--- src/rtl/pc_fetch_unit.sv ---
// PC and instruction-register stage feeding the multicycle control FSM.
// Holds the PC, runs the two-cycle fetch handshake and applies PC-update strobes.
module pc_fetch_unit #(
  parameter int unsigned           ADDR_WIDTH = 16,
  parameter logic [ADDR_WIDTH-1:0] RESET_PC   = '0
) (
  input  logic                  clk,
  input  logic                  reset,
  input  logic                  nextInstruction,
  input  logic                  PCEN,
  input  logic                  BranchEN,
  input  logic                  JmpEN,
  input  logic                  JALEN,
  input  logic [7:0]            branchDisp,
  input  logic [ADDR_WIDTH-1:0] jumpTarget,
  input  logic [15:0]           memData,
  output logic [ADDR_WIDTH-1:0] pc,
  output logic [15:0]           instruction,
  output logic [3:0]            opCode1,
  output logic [3:0]            conditionCode,
  output logic [3:0]            opCode2,
  output logic [3:0]            shiftAmt,
  output logic [ADDR_WIDTH-1:0] fetchPC,
  output logic [ADDR_WIDTH-1:0] linkAddr,
  output logic                  instrValid,
  output logic                  fetchError
);

  typedef enum logic [0:0] {StIdle, StAddr} fetch_state_e;

  fetch_state_e          r_state;
  logic [ADDR_WIDTH-1:0] r_pc;
  logic [15:0]           r_instr;
  logic [ADDR_WIDTH-1:0] r_fetch_pc;
  logic [ADDR_WIDTH-1:0] r_link;
  logic                  r_valid;
  logic                  r_error;

  logic [ADDR_WIDTH-1:0] w_disp_ext;
  logic [ADDR_WIDTH-1:0] w_pc_inc;
  logic [ADDR_WIDTH-1:0] w_pc_branch;

  // pc already points past the current instruction, so the branch is relative to it.
  assign w_disp_ext  = {{(ADDR_WIDTH-8){branchDisp[7]}}, branchDisp};
  assign w_pc_inc    = r_pc + {{(ADDR_WIDTH-1){1'b0}}, 1'b1};
  assign w_pc_branch = r_pc + w_disp_ext;

  // Fetch handshake: first strobe cycle presents the address, second captures the word.
  always_ff @(posedge clk or negedge reset) begin
    if (!reset) begin
      r_state    <= StIdle;
      r_instr    <= 16'h0000;
      r_fetch_pc <= RESET_PC;
      r_valid    <= 1'b0;
      r_error    <= 1'b0;
    end else begin
      unique case (r_state)
        StIdle: begin
          if (nextInstruction) begin
            r_state    <= StAddr;
            r_fetch_pc <= r_pc;
            r_valid    <= 1'b0;
          end
        end
        StAddr: begin
          r_state <= StIdle;
          if (nextInstruction) begin
            r_instr <= memData;
            r_valid <= 1'b1;
          end else begin
            r_error <= 1'b1;
          end
        end
        default: r_state <= StIdle;
      endcase
    end
  end

  always_ff @(posedge clk or negedge reset) begin
    if (!reset) begin
      r_pc   <= RESET_PC;
      r_link <= '0;
    end else if (PCEN) begin
      if (JALEN) begin
        r_link <= r_pc;
        r_pc   <= jumpTarget;
      end else if (JmpEN) begin
        r_pc <= jumpTarget;
      end else if (BranchEN) begin
        r_pc <= w_pc_branch;
      end else begin
        r_pc <= w_pc_inc;
      end
    end
  end

  assign pc            = r_pc;
  assign instruction   = r_instr;
  assign opCode1       = r_instr[15:12];
  assign conditionCode = r_instr[11:8];
  assign opCode2       = r_instr[7:4];
  assign shiftAmt      = r_instr[3:0];
  assign fetchPC       = r_fetch_pc;
  assign linkAddr      = r_link;
  assign instrValid    = r_valid;
  assign fetchError    = r_error;

endmodule

--- config.mk ---
export PLATFORM = sky130hd
export DESIGN_NAME = pc_fetch_unit
export DESIGN_NICKNAME = d
export VERILOG_FILES = /design/src/rtl/pc_fetch_unit.sv
export SDC_FILE = /design/constraint.sdc
export NUM_CORES = 1
export LEC_CHECK = 0
export ABC_AREA = 1
export BUFFER_PORTS_ARGS = -buffer_cell sky130_fd_sc_hd__buf_2
export CAP_MARGIN = 20
export CORE_MARGIN = 2
export CORE_UTILIZATION = 50
export DETAILED_ROUTE_END_ITERATION = 16
export PLACE_DENSITY_LB_ADDON = 0.25
export SYNTH_ARGS = -nofsm -noshare
export SYNTH_HDL_FRONTEND = slang
export SYNTH_SLANG_ARGS = --single-unit
--- constraint.sdc ---
create_clock -name clk -period 2.15 [get_ports clk]
set_input_delay 0.43 -clock clk [delete_from_list [all_inputs] [get_ports clk]]
set_output_delay 0.43 -clock clk [all_outputs]
set_load 0.01 [all_outputs]
Word-level counts from Yosys, hierarchy flattened. Index checks and enable logic that the tools add are counted.

Bits in registers: 67. Bits in latches: 0. RAM bits: 0. Memory bits (read-only): 0. Bits of input ports: 47. Output and inout bits: 82. Word-level logic and storage cells: 26. Memories: 0.

Add/sub/neg operators: 2. $mul: 0. Divide/modulo/power cells: 0. Magnitude comparators: 0. Equality and inequality tests: 2. Shift-type cells: 0. Mux-type cells: 8. Bitwise gates (word level): 2. Reduce and logical (&&, ||, !) cells: 5.

Operators with widths (number): 2-to-1 mux 16 bit (3); adder 16 x 1 -> 16 bit (second input constant) (1); adder 16 bit (1); AND reduction 2 bit (5); inequality test 2 bit (second input constant) (2); one-hot mux 1 bit (2 select lines) (2); 2-to-1 mux 1 bit (3); NOT 1 bit (2).

Logic depth before layout (Yosys ltp). Gate-level depths: netlist of the first run.

Word-level depth: 4. Gate-level depth with buffers: 17. Gate-level depth less buffers: 15.

Worst setup path before layout of the first run. Ideal clock, no wire load.

Path type: input to register. Start point: input BranchEN. End point: register r_pc[12], in the netlist pc[12]. Library setup time: 0.116 ns. Data arrival time: 1.993 ns. Data required time: 2.034 ns. Slack: 0.041 ns. Stages on the path: 15. Path buffers: 2. Cells stage by stage: buf_6 buf_4 nand2_1 ha_1 fa_1 nand2_1 nand3_1 nand2_1 nand2_1 nand2_1 nand2_1 nand2_1 nand3_1 nand2_1 nand2_1.

Word-level cells in the longest chain between the ends: 3.

Ends and longest elaborated chain: start: declaration (line 11) `input logic BranchEN,`; 2-to-1 mux 16 bit (line 89) `end else if (BranchEN) begin`; 2-to-1 mux 16 bit (line 87) `end else if (JmpEN) begin`; 2-to-1 mux 16 bit (line 84) `if (JALEN) begin`; end signal: assignment (line 86) `r_pc <= jumpTarget;`; end signal: assignment (line 88) `r_pc <= jumpTarget;`; end signal: assignment (line 90) `r_pc <= w_pc_branch;`; end: declaration (line 32) `logic [ADDR_WIDTH-1:0] r_pc;`.

No other way between the ends. A chain may end at the register's enable or synchronous reset.

Final worst setup path of the first run.
Start point: register r_pc[0], in the netlist pc[0]. End point: register r_pc[12], in the netlist pc[12].

Word-level cells in the longest chain between the ends: 4. Elaborated cells between the ends (all ways): 5. Those cells by class: 2 x add/sub; 3 x mux.

Ends and longest elaborated chain (line): adder 16 x 1 -> 16 bit / adder 16 bit (equally long branches) (45, 46); 2-to-1 mux 16 bit * (89); 2-to-1 mux 16 bit * (87); 2-to-1 mux 16 bit * (84).

Mark *: on every way between the ends. The rest lies on a longest branch, timed or not.

==> flow_summary.yaml, run 1 <==
setup_path:
  cp_common_cell: "nand2_1"
  crit_fanout: 4
  cp-endpoint: "pc[12]"
  reg2reg_depth: 12
  path_buf_inv: 0
  cp_top_family: "simple AND/OR/NAND/NOR gates"
  critPathLaunchType: "flip-flop"
  critPathLaunch: "pc[0]"
  cp.arrival_ps: 2130
  cp_slowest_cell: "dfrtp_1"
  path_depth: 12
  critPathKind: "flip-flop to flip-flop"
  timing.rr.start: "pc[0]"
  worstPathRequired_ps: 2390
  setup.worst_path.end_class: "flip-flop"
  reg2reg_slack_ps: 260
  slowest_delay_ps: 410
  cp_cell_sequence: "ha_1, fa_1, nand2_1, nand3_1, nand2_1, nand2_1, nand2_1, nand2_1, nand2_1, nand3_1, nand2_1, nand2_1"
  r2r-end: "pc[12]"
synthesis:
  netlist_top_cells_count: "nand2_1, dfrtp_1, inv_1"
  synth_edf_count: 0
  yosysWarnings: 0
  synth_most_common_cell: "nand2_1"
  synth_top_cell_by_area: "dfrtp_1"
  ys_types: 30
  ys_ff_latch: 67
  synth_top_area_share: 0.458
  yosysSeqAreaShare: 0.458
  avgSynthCellArea_um2: 8.10
  synthTopCellsByArea: "dfrtp_1, nand2_1, o21ai_0"
  syn_area_mm2: 0.00366
  mappedNetlistNets: 507
  netlist_instances: 452
  async_reset_ff_frac: 1.00
  synthFlopType: "dfrtp_1"
sta:
  layout_min_cycle_time_ps: 1890
  rsz0062_at_grt: "false"
  tightest_slew_ps: 671
  max_freq_ghz: 0.528
  setup_viol: 0
  skew_ps: 11.6
  drv_slew: 0
  relSlewSlack: 0.551
  period_share: 0.881
  hold_viol_final: 0
die:
  die-area_mm2: 0.00803
  fp.dieW_um: 89.6
  die_y_um: 89.6
  io_pins: 129
  initial_core_util: 0.510
  core_mm2: 0.00718
  rows: 31
drt:
  ant_nets: 0
  viasPerCell: 4.94
  first_pass_iters: 5
  routed_wl_mm: 8.97
  drt_iter0_drc: 189
  avgRoutedWirePerCell_um: 13.3
  num_vias: 3325
  route.detailed.drc: 0
finish:
  n_antenna_cell: 0
  fill_cells: 646
  fin_util: 0.628
  area_growth_syn_to_layout_pct: 23.1
  finalInstanceArea_mm2: 0.00451
  drive_above_1_share: 0.333
  multi_input_area_mm2: 0.00159
  register_area_mm2: 0.00168
  nets: 624
pwr:
  p_leak_nw: 2.49
  peakVddDrop_mv: 0.294
  powerDensity_mw_per_mm2: 833
clock_tree:
  cts.clk_slew.worst_paths_ps: 80
  cts_resized: 0
  cts_setup_buffers: 0
  postCtsHoldBufs: 0
  clockRootBuffer: "clkbuf_8"
  cts_tree: "built"
  clock-sinks: 67
  htree_levels: 3
  clkLatencyLatePin_ps: 340
  cts_made_buffers: 9
  clock_path_buffers: 2
global_routing:
  gr-total-overflow: 0
  grt_pass1_wl_mm: 14.2
  grt_start_max_net_pins: 49
  antenna_found_initial: 0
  grt_usage: 0.233
  grt_pass1_vias: 3014
placement:
  hpwl_mm: 6.88
  placed_area_mm2: 0.00431
  place_congestion: 0.859
  io_buffers: 128
hold_path:
  hp-class: "primary input to async pin"
job:
  max-cap-violations: 0
status:
  status: "finished clean"
placed cells by master (no fill, tap or decap):
master,n
clkbuf_8,10
nand2_2,13
nand3_2,1
nand3_1,30
a21o_1,1
buf_2,128
o21ai_1,2
clkinvlp_4,1
nand2_1,120
nor2_2,2
mux2_2,16
o211ai_1,1
buf_4,9
inv_1,47
clkinv_2,2
clkinv_1,1
xor2_1,6
nand4_1,3
inv_2,2
bufinv_16,1
ha_1,7
a21oi_1,6
clkinv_4,2
o21ai_0,45
buf_12,1
fa_1,1
xnor2_1,3
o22ai_1,7
nand2_4,3
o21bai_1,1
a31oi_1,1
nor2_1,34
dfrtp_1,67
area by class of cell:
| cell class | instances | share of cell area |
|---|---|---|
| timing repair buffer | 138 | 0.162 |
| clock buffer | 10 | 0.0305 |
| multi-input combinational | 303 | 0.352 |
| sequential | 67 | 0.372 |
| inverter | 50 | 0.0416 |
| tap | 99 | 0.0275 |
| clock inverter | 6 | 0.0144 |
through the flow:
step                total power, mW  cells  hold slack [ps]  setup TNS (ps)  worst slack (ps)
global route                   4.03    673             89.6               0              24.3
CTS                            3.79    673             78.8               0               248
finish                         3.76    673             69.5               0               256
detailed placement             2.71    657              456           -85.9             -25.2
global placement               2.69    657              442               0              28.2
floorplan                      2.32    452              134               0              40.6
cell families after synthesis:
logic type | synth area share
adders and majority gates | 0.0294
DFF | 0.458
muxes | 0.0492
AOI/OAI and AO/OA | 0.0922
and+or+nand+nor | 0.242
xor gates and xnor gates | 0.0215
buffers and inverters | 0.108
registers in the layout, summed over array words and instances, names as in the netlist:
register,count
fetchError,1
r_state,1
linkAddr,16
fetchPC,16
instruction,16
pc,16
instrValid,1
metal layers:
layer | global-route usage | up-vias | share of wire
met2 | 0.393 | 118 | 0.48
li1 | - | 1660 | -
met4 | 0.0828 | 0 | 0.020
met1 | 0.298 | 1532 | 0.43
met3 | 0.0457 | 15 | 0.069
met5 | 0 | - | 0
power by group:
part / total [mW] / internal [mW] / leakage, nW / switching, mW
sequential: 1.60 / 1.46 / 0.815 / 0.136
combinational: 1.09 / 0.450 / 1.57 / 0.638
clock: 1.07 / 0.567 / 0.102 / 0.504
total: 3.76 / 2.48 / 2.49 / 1.28
worst min path at each step:
stage / end / startpoint / slack, ps / cells after the start
after floorplan: fetchError / reset / 130 / 0
after global placement: pc[3] / reset / 440 / 1
after detailed placement: pc[4] / reset / 460 / 1
after CTS: pc[9] / reset / 80 / 1
after global routing: pc[0] / reset / 90 / 1
final: pc[9] / reset / 70 / 1
Power figures use the tool's default switching activity.
==> run 2: changes to the inputs <==
--- a/config.mk
+++ b/config.mk
@@ -5,10 +5,8 @@
 export SDC_FILE = /design/constraint.sdc
 export NUM_CORES = 1
 export LEC_CHECK = 0
-export ABC_AREA = 1
 export BUFFER_PORTS_ARGS = -buffer_cell sky130_fd_sc_hd__buf_2
 export CAP_MARGIN = 20
-export CORE_MARGIN = 2
 export CORE_UTILIZATION = 50
 export DETAILED_ROUTE_END_ITERATION = 16
 export PLACE_DENSITY_LB_ADDON = 0.25
==> run 2 against run 1 <==
  * The run now ends with setup timing left
  * Synthesized area down 2.0%
  * Combinational power is 21% higher
  * Clock power fell by 7%
  * Cell area increased by 6.0%
  * Flip-flop and latch count unchanged
  * First-iteration DRC count fell by 10%
  * Critical path depth shrank 4
  * Sequential share of layout area is 2.1 points lower
  * Die area shrank 6.3%
  * Critical endpoint is now pc[14]
==> flow_summary.yaml, run 2 <==
drt:
  routed_wl_mm: 8.95
  ant_nets: 0
  drt_iter0_drc: 170
  avgRoutedWirePerCell_um: 15.4
  route.detailed.drc: 0
  viasPerCell: 5.40
  first_pass_iters: 4
  num_vias: 3137
setup_path:
  timing.rr.start: "pc[0]"
  cp.arrival_ps: 2510
  critPathKind: "flip-flop to flip-flop"
  worstPathRequired_ps: 2390
  critPathLaunch: "pc[0]"
  reg2reg_depth: 8
  r2r-end: "pc[14]"
  reg2reg_slack_ps: -120
  critPathLaunchType: "flip-flop"
  crit_fanout: 4
  setup.worst_path.end_class: "flip-flop"
synthesis:
  ys_types: 60
  synthFlopType: "dfrtp_1"
  synth_most_common_cell: "dfrtp_1"
  synth_edf_count: 0
  netlist_top_cells_count: "dfrtp_1, mux2_2, nand2_1"
  async_reset_ff_frac: 1.00
  avgSynthCellArea_um2: 10.9
  ys_ff_latch: 67
  yosysWarnings: 0
  syn_area_mm2: 0.00359
  synth_top_area_share: 0.467
  synthTopCellsByArea: "dfrtp_1, mux2_2, buf_4"
  netlist_instances: 328
  yosysSeqAreaShare: 0.467
  synth_top_cell_by_area: "dfrtp_1"
  mappedNetlistNets: 383
finish:
  drive_above_1_share: 0.540
  fill_cells: 532
  final_cells: 581
  layout_commonest_cell: "buf_2"
  final_cell_mix: "buf_2, dfrtp_1, mux2_2"
  finalInstanceArea_mm2: 0.00478
  area_growth_syn_to_layout_pct: 33.2
  fin_util: 0.696
  n_antenna_cell: 0
  nets: 535
placement:
  post-place-cells: 557
  pre_cts_slack_ps: -342
  hpwl_mm: 6.52
  io_buffers: 128
  place_congestion: 0.967
  placed_area_mm2: 0.00446
global_routing:
  grt_start_max_net_pins: 68
  grt_pass1_wl_mm: 13.9
  antenna_found_initial: 0
  gr-total-overflow: 0
  grt_usage: 0.244
  grt_pass1_vias: 2919
die:
  die-area_mm2: 0.00752
  core_mm2: 0.00687
  io_pins: 129
  fp.dieW_um: 86.7
  initial_core_util: 0.522
  die_y_um: 86.7
  rows: 30
pwr:
  p_leak_nw: 2.27
  peakVddDrop_mv: 0.402
  power_mw: 3.96
  powerDensity_mw_per_mm2: 830
sta:
  drv_slew: 0
  setup_ws_ps: -116
  setup_viol: 4
  skew_ps: 11.0
  max_freq_ghz: 0.441
  final.setup.tns_ps: -262
  relSlewSlack: 0.700
  hold_viol_final: 0
  whs_ps: 92.6
  period_share: 1.05
  rsz0062_at_grt: "true"
  tightest_slew_ps: 448
  layout_min_cycle_time_ps: 2270
clock_tree:
  cts_made_buffers: 9
  clkLatencyLatePin_ps: 350
  clock_path_buffers: 2
  postCtsHoldBufs: 0
  clock-sinks: 67
  cts_tree: "built"
  htree_levels: 3
  clockRootBuffer: "clkbuf_8"
  cts.clk_slew.worst_paths_ps: 90
status:
  violations: "setup timing"
  status: "finished with violations"
job:
  max-cap-violations: 0
hold_path:
  hp-class: "primary input to async pin"
[run 2: cell count changes after synthesis, moves of 6 or more]
cell,previous run,this run
and3_1,0,7
and2_1,0,8
o22ai_1,7,1
or3_1,0,6
inv_1,47,9
o21ai_0,45,13
nand3_1,30,6
nand2_1,120,27
xor2_1,6,0
a31oi_1,1,10
nand2_2,13,0
a21oi_1,6,15
nor2_1,34,15
mux2_2,16,43
[run 2: kinds of logic after synthesis]
logic type / share of synthesized area
compound gates: 0.146
simple gates: 0.135
fa+ha+maj: 0.0300
xor+xnor: 0.00732
mux: 0.143
flops: 0.467
buf+inv: 0.0711
[run 2: area by class of cell]
cell class,instances,area [µm²],area share
Multi-Input combinational cell,221,1770,0.370
Tap cell,96,120,0.0251
Inverter,9,33.8,0.00707
Clock buffer,10,138,0.0288
Clock inverter,6,48.8,0.0102
Timing Repair Buffer,172,993,0.208
Sequential cell,67,1680,0.351
[run 2: worst max path at each step]
stage | end | slack [ps] | cells past startpoint
2_1_floorplan | pc[14] | -150 | 10
3_3_place_gp | pc[14] | -290 | 10
3_5_place_dp | pc[14] | -340 | 10
4_1_cts | pc[14] | -50 | 8
5_1_grt | pc[14] | -220 | 8
6_report | pc[14] | -120 | 8
[run 2: metal layers]
layer,track usage,routed length (µm),vias to the layer above
met5,0,0,-
met4,0.0773,92,0
met3,0.0590,654,10
met2,0.413,4450,146
met1,0.309,3750,1499
li1,-,-,1482
[run 2: critical path, stage by stage (launching register included)]
cell	delay (ps)
dfrtp_1	410
ha_4	180
fa_2	360
a21oi_2	170
o211ai_1	200
and2_4	240
a221oi_2	270
mux2i_1	110
a211o_1	230
[run 2: timing repair]
action | 4_1_cts | 5_1_grt
pin swaps | 7 | 20
setup buffers | 2 | 6
gates resized for setup | 2 | 15
endpoints found under the setup margin | 3 | 8
[run 2: power by group]
group	total (mW)	internal [mW]	switching (mW)
Sequential	1.65	1.50	0.158
Combinational	1.32	0.668	0.652
Clock	0.990	0.460	0.531
Total	3.96	2.62	1.34
